==> config.mk <==
export PLATFORM = sky130hd
export DESIGN_NAME = out_bus_mem_responder
export DESIGN_NICKNAME = d
export VERILOG_FILES = /design/src/rtl/out_bus_mem_responder.sv
export SDC_FILE = /design/constraint.sdc
export NUM_CORES = 2
export LEC_CHECK = 0
export ABC_CLOCK_PERIOD_IN_PS = 3800
export CAP_MARGIN = 20
export CORE_ASPECT_RATIO = 0.6
export CORE_UTILIZATION = 57
export DETAILED_ROUTE_END_ITERATION = 7
export HOLD_SLACK_MARGIN = 0.12
export PLACE_DENSITY = 0.73
export SETUP_SLACK_MARGIN = 0.4
export SLEW_MARGIN = 15
export SYNTH_ARGS = -nofsm -noshare
export SYNTH_HDL_FRONTEND = slang
export SYNTH_SLANG_ARGS = --single-unit
==> constraint.sdc <==
create_clock -name w_clock -period 3.8 [get_ports w_clock]
set_input_delay 1.14 -clock w_clock [delete_from_list [all_inputs] [get_ports w_clock]]
set_output_delay 1.14 -clock w_clock [all_outputs]
set_load 0.05 [all_outputs]
==> src/rtl/out_bus_mem_responder.sv <==
// +--------------------------------------------------------------------------+
// | out_bus_mem_responder: burst write/read responder for the output bus.     |
// | Rev 1.0                                                                   |
// +--------------------------------------------------------------------------+
`default_nettype none

module out_bus_mem_responder #(
  parameter int DATA_WIDTH  = 8,
  parameter int ADDR_WIDTH  = 8,
  parameter int BURST_WIDTH = 4
) (
  input  logic                   w_clock,
  input  logic                   w_reset,
  input  logic                   w_start,
  input  logic [BURST_WIDTH-1:0] w_burst,
  input  logic                   w_rw,
  input  logic [ADDR_WIDTH-1:0]  w_addr,
  input  logic                   w_beat_valid,
  input  logic [DATA_WIDTH-1:0]  w_wdata,
  output logic [DATA_WIDTH-1:0]  r_rdata,
  output logic                   r_rvalid,
  output logic                   r_busy,
  output logic                   r_done,
  output logic                   r_err
);

  localparam int C_DEPTH = 1 << ADDR_WIDTH;

  typedef enum logic [1:0] {
    ST_IDLE  = 2'd0,
    ST_WRITE = 2'd1,
    ST_READ  = 2'd2,
    ST_DONE  = 2'd3
  } state_t;

  state_t                 r_state;
  logic [ADDR_WIDTH-1:0]  r_base;
  logic [BURST_WIDTH-1:0] r_last;
  logic [BURST_WIDTH-1:0] r_cnt;
  logic [DATA_WIDTH-1:0]  r_mem [C_DEPTH];

  logic [ADDR_WIDTH-1:0]  w_beat_addr;
  logic                   w_in_burst;
  logic                   w_wr_en;

  // Address arithmetic wraps naturally at the buffer boundary.
  assign w_beat_addr = r_base + ADDR_WIDTH'(r_cnt);
  assign w_in_burst  = (r_state == ST_WRITE) || (r_state == ST_READ);
  assign w_wr_en     = w_beat_valid && (r_state == ST_WRITE);

  // Buffer contents survive reset.
  always_ff @(posedge w_clock) begin
    if (w_wr_en) begin
      r_mem[w_beat_addr] <= w_wdata;
    end
  end

  always_ff @(posedge w_clock or posedge w_reset) begin
    if (w_reset) begin
      r_state  <= ST_IDLE;
      r_base   <= '0;
      r_last   <= '0;
      r_cnt    <= '0;
      r_rdata  <= '0;
      r_rvalid <= 1'b0;
      r_busy   <= 1'b0;
      r_done   <= 1'b0;
      r_err    <= 1'b0;
    end else begin
      r_rvalid <= 1'b0;
      r_done   <= 1'b0;

      if (w_start && (r_state != ST_IDLE)) begin
        r_err <= 1'b1;
      end
      if (w_beat_valid && !w_in_burst) begin
        r_err <= 1'b1;
      end

      case (r_state)
        ST_IDLE: begin
          if (w_start) begin
            r_base  <= w_addr;
            r_last  <= w_burst;
            r_cnt   <= '0;
            r_busy  <= 1'b1;
            r_state <= w_rw ? ST_READ : ST_WRITE;
          end
        end
        ST_WRITE, ST_READ: begin
          if (w_beat_valid) begin
            if (r_state == ST_READ) begin
              r_rdata  <= r_mem[w_beat_addr];
              r_rvalid <= 1'b1;
            end
            // Leaving on the last index keeps the beat counter from wrapping.
            if (r_cnt == r_last) begin
              r_state <= ST_DONE;
              r_done  <= 1'b1;
            end else begin
              r_cnt <= r_cnt + 1'b1;
            end
          end
        end
        ST_DONE: begin
          r_state <= ST_IDLE;
          r_busy  <= 1'b0;
        end
        default: begin
          r_state <= ST_IDLE;
          r_busy  <= 1'b0;
        end
      endcase
    end
  end

endmodule

`default_nettype wire

==> out/results.ini <==
[run_status]
outcome = finished with violations
violations = design-rule violations, negative setup slack

[routing]
drt_wl_total_um = 232000
drcViolationCount = 1
drtAntennaViolNets = 0
wl_per_cell_um = 34.6
drt_pass1_iterations = 8
vias = 45400
via_per_inst = 6.79
drt_first_iter_violations = 7682

[die]
initial_core_util = 0.578
dieArea_um2 = 144000
die_y_um = 294
core_um2 = 140000
core.rowCount = 106
die_w_um = 489
io_pins = 37

[clock_tree]
numCtsBuffers = 177
clk_path_buf_depth = 3
clk_pin_slew_ns = 0.06
clk_latency_ns = 0.82
cts_tree = built
ctsHoldBuffers = 0
htreeDepth = 4
cts_num_sinks = 2078
root_buffer = clkbuf_16

[sta]
slew_viol_final = 0
fin_setup_tns_ns = -1.23
rsz0062_at_grt = true
hold_viol_final = 0
finalCritPeriodShare = 1.07
min_period_ns = 4.06
finClkSkew_ns = 0.0253
max_freq_mhz = 246
slew_headroom = 0.368
tightest_slew_ns = 0.947
setup_ws_ns = -0.258
setup_violations = 8

[synthesis]
synth_compound_area_frac = 0.0149
yosys_warnings = 0
yosys.area_share.adder = 0.00163
async_flop_share = 0.0144
synth_xor_xnor_area_share = 0.00139
syn_area_um2 = 81200
syn_area_per_cell_um2 = 20.3
synth_flop_cell = edfxtp_1
synthMuxAreaShare = 0.153
synth_top_family_by_area = multiplexers
synth.distinct_cells = 69
syn_inst = 4006
yosysSeqAreaShare = 0.767
synth-simple-area-share = 0.0473
synth_nets = 4041
synth_seq_cells = 2078
synth-edff-count = 2048

[global_route]
grt-busiest-layer = met1
grt.met1_usage = 0.484
grt_pass1_vias = 44000
grtUsageMet3 = 0.113
grt_pass1_wl_um = 324000
antenna_found_initial = 6
grtUsageMet2 = 0.452
grt_max_degree = 107
grt_overflow_total = 0
track_usage = 0.324

[finish]
utilization = 0.700
fin_nets = 4693
n_fill_cell = 8117
area_delta_synth_final_pct = 21.1
final_cell_mix = edfxtp_1, mux4_2, nand2_1
final_layout_size_suffix_gt1_frac = 0.363
final_common_cell = edfxtp_1

[job]
maxCapViolations = 0

[min_path]
worstHoldPathType = flop to flop

[critical_path]
critical_path_arrival_ns = 4.75
start_kind = flop
endpoint_kind = flop
cp.required_ns = 4.50
crit_fanout = 7
worst-setup-path-type = flop to flop

[placement]
place_congestion = 0.924
dp_hpwl_um = 141000
io_buffers = 36

==> synth_stat cells (all sizes together) (7+ instances only) <==
cell type	n	share of area
nor4	11	0.00085
ha	9	0.0014
dfrtp	30	0.0092
a31oi	20	0.0015
nor3	7	0.00043
mux4	520	0.14
nor2	297	0.014
o21ai	18	0.0011
clkbuf	63	0.0029
and3	16	0.0013
a311oi	9	0.00097
nand2	406	0.019
nand3	138	0.0086
buf	167	0.012
nand4	27	0.0021
a21oi	30	0.0019
inv	8	0.00037
mux2i	47	0.0058
mux2	18	0.0025
edfxtp	2048	0.76
a32oi	21	0.0023
xor2	9	0.0011
==> sequential cells by signal, indices dropped and copies added (netlist names) <==
signal    flops
r_state       2
r_last        4
r_err         1
r_cnt         4
r_done        1
r_base        8
r_rvalid      1
r_busy        1
r_rdata       8
r_mem      2048
==> critical path, stage by stage, from the launching register on <==
cell and delay (ns):
dfrtp_1 0.41, ha_4 0.18, fa_4 0.82, buf_12 0.16, buf_6 0.11, buf_16 0.15, buf_4 0.16, mux4_2 0.32
mux4_2 0.50, nor2_2 0.14, nor4_2 0.10, or4_4 0.58, o32a_1 0.31
==> cells by family (layout without fill, tap and decap cells) <==
logic type | Yosys count | in the layout
flip-flops | 2078 | 2078
AND/OR/NAND/NOR | 919 | 919
multiplexers | 585 | 585
buffers and inverters | 238 | 1032
AO/OA/AOI/OAI | 164 | 164
XOR/XNOR | 12 | 12
adder cells (fa/ha/maj) | 10 | 10
other | 0 | 4
==> routing by layer <==
metal / vias to the layer above / share of wire
met5: - / 0.00028
met4: 4 / 0.034
met3: 542 / 0.16
met2: 3689 / 0.43
met1: 23500 / 0.37
li1: 17700 / -
==> per-stage QoR <==
step                      setup slack (ns)  cells  hold WS, ns  cell area [um2]
after floorplan                      0.267   4006        0.486            82000
after global placement              -0.490   6282        0.477            89300
after detailed placement            -0.423   6282        0.477            89300
after CTS                           -0.194   6663        0.492            97200
after global routing                -0.295   6690        0.523            98300
final                               -0.258   6694        0.485            98300
==> timing repair <==
action,CTS,global route
resized for setup,342,161
endpoints found under the hold margin,0,0
pin swaps,63,50
cloned,12,3
setup endpoints to repair,2023,2022
setup buffers,48,24
==> layout make-up <==
class                      instances  area, um2  area share
tap                             1890       2360      0.0241
multi-input combinational       1690      19700       0.200
sequential                      2078      62200       0.633
antenna                            4       10.0    0.000102
inverter                           8       30.0    0.000306
clock buffer                     206       4580      0.0466
timing repair buffer             703       8360      0.0851
clock inverter                   115       1020      0.0104
==> worst paths after layout <==
path | startpoint | end | slack [ns] | cells past startpoint
worst max-delay path | r_base[0]$_DFFE_PP0P_ | r_rdata[1]$_DFFE_PP0P_ | -0.26 | 12
worst min-delay path | r_err$_DFFE_PP0P_ | r_err$_DFFE_PP0P_ | 0.48 | 2
worst max register to register | r_base[0]$_DFFE_PP0P_ | r_rdata[1]$_DFFE_PP0P_ | -0.26 | 12
worst min register to register | r_err$_DFFE_PP0P_ | r_err$_DFFE_PP0P_ | 0.48 | 2
max in group asynchronous | w_reset | r_rdata[1]$_DFFE_PP0P_ | 2.74 | 3
min in group asynchronous | w_reset | r_done$_DFF_PP0_ | 0.73 | 3
Power is not shown: default switching activity piles up to over one toggle a cycle in this logic, so the estimate is an artifact.
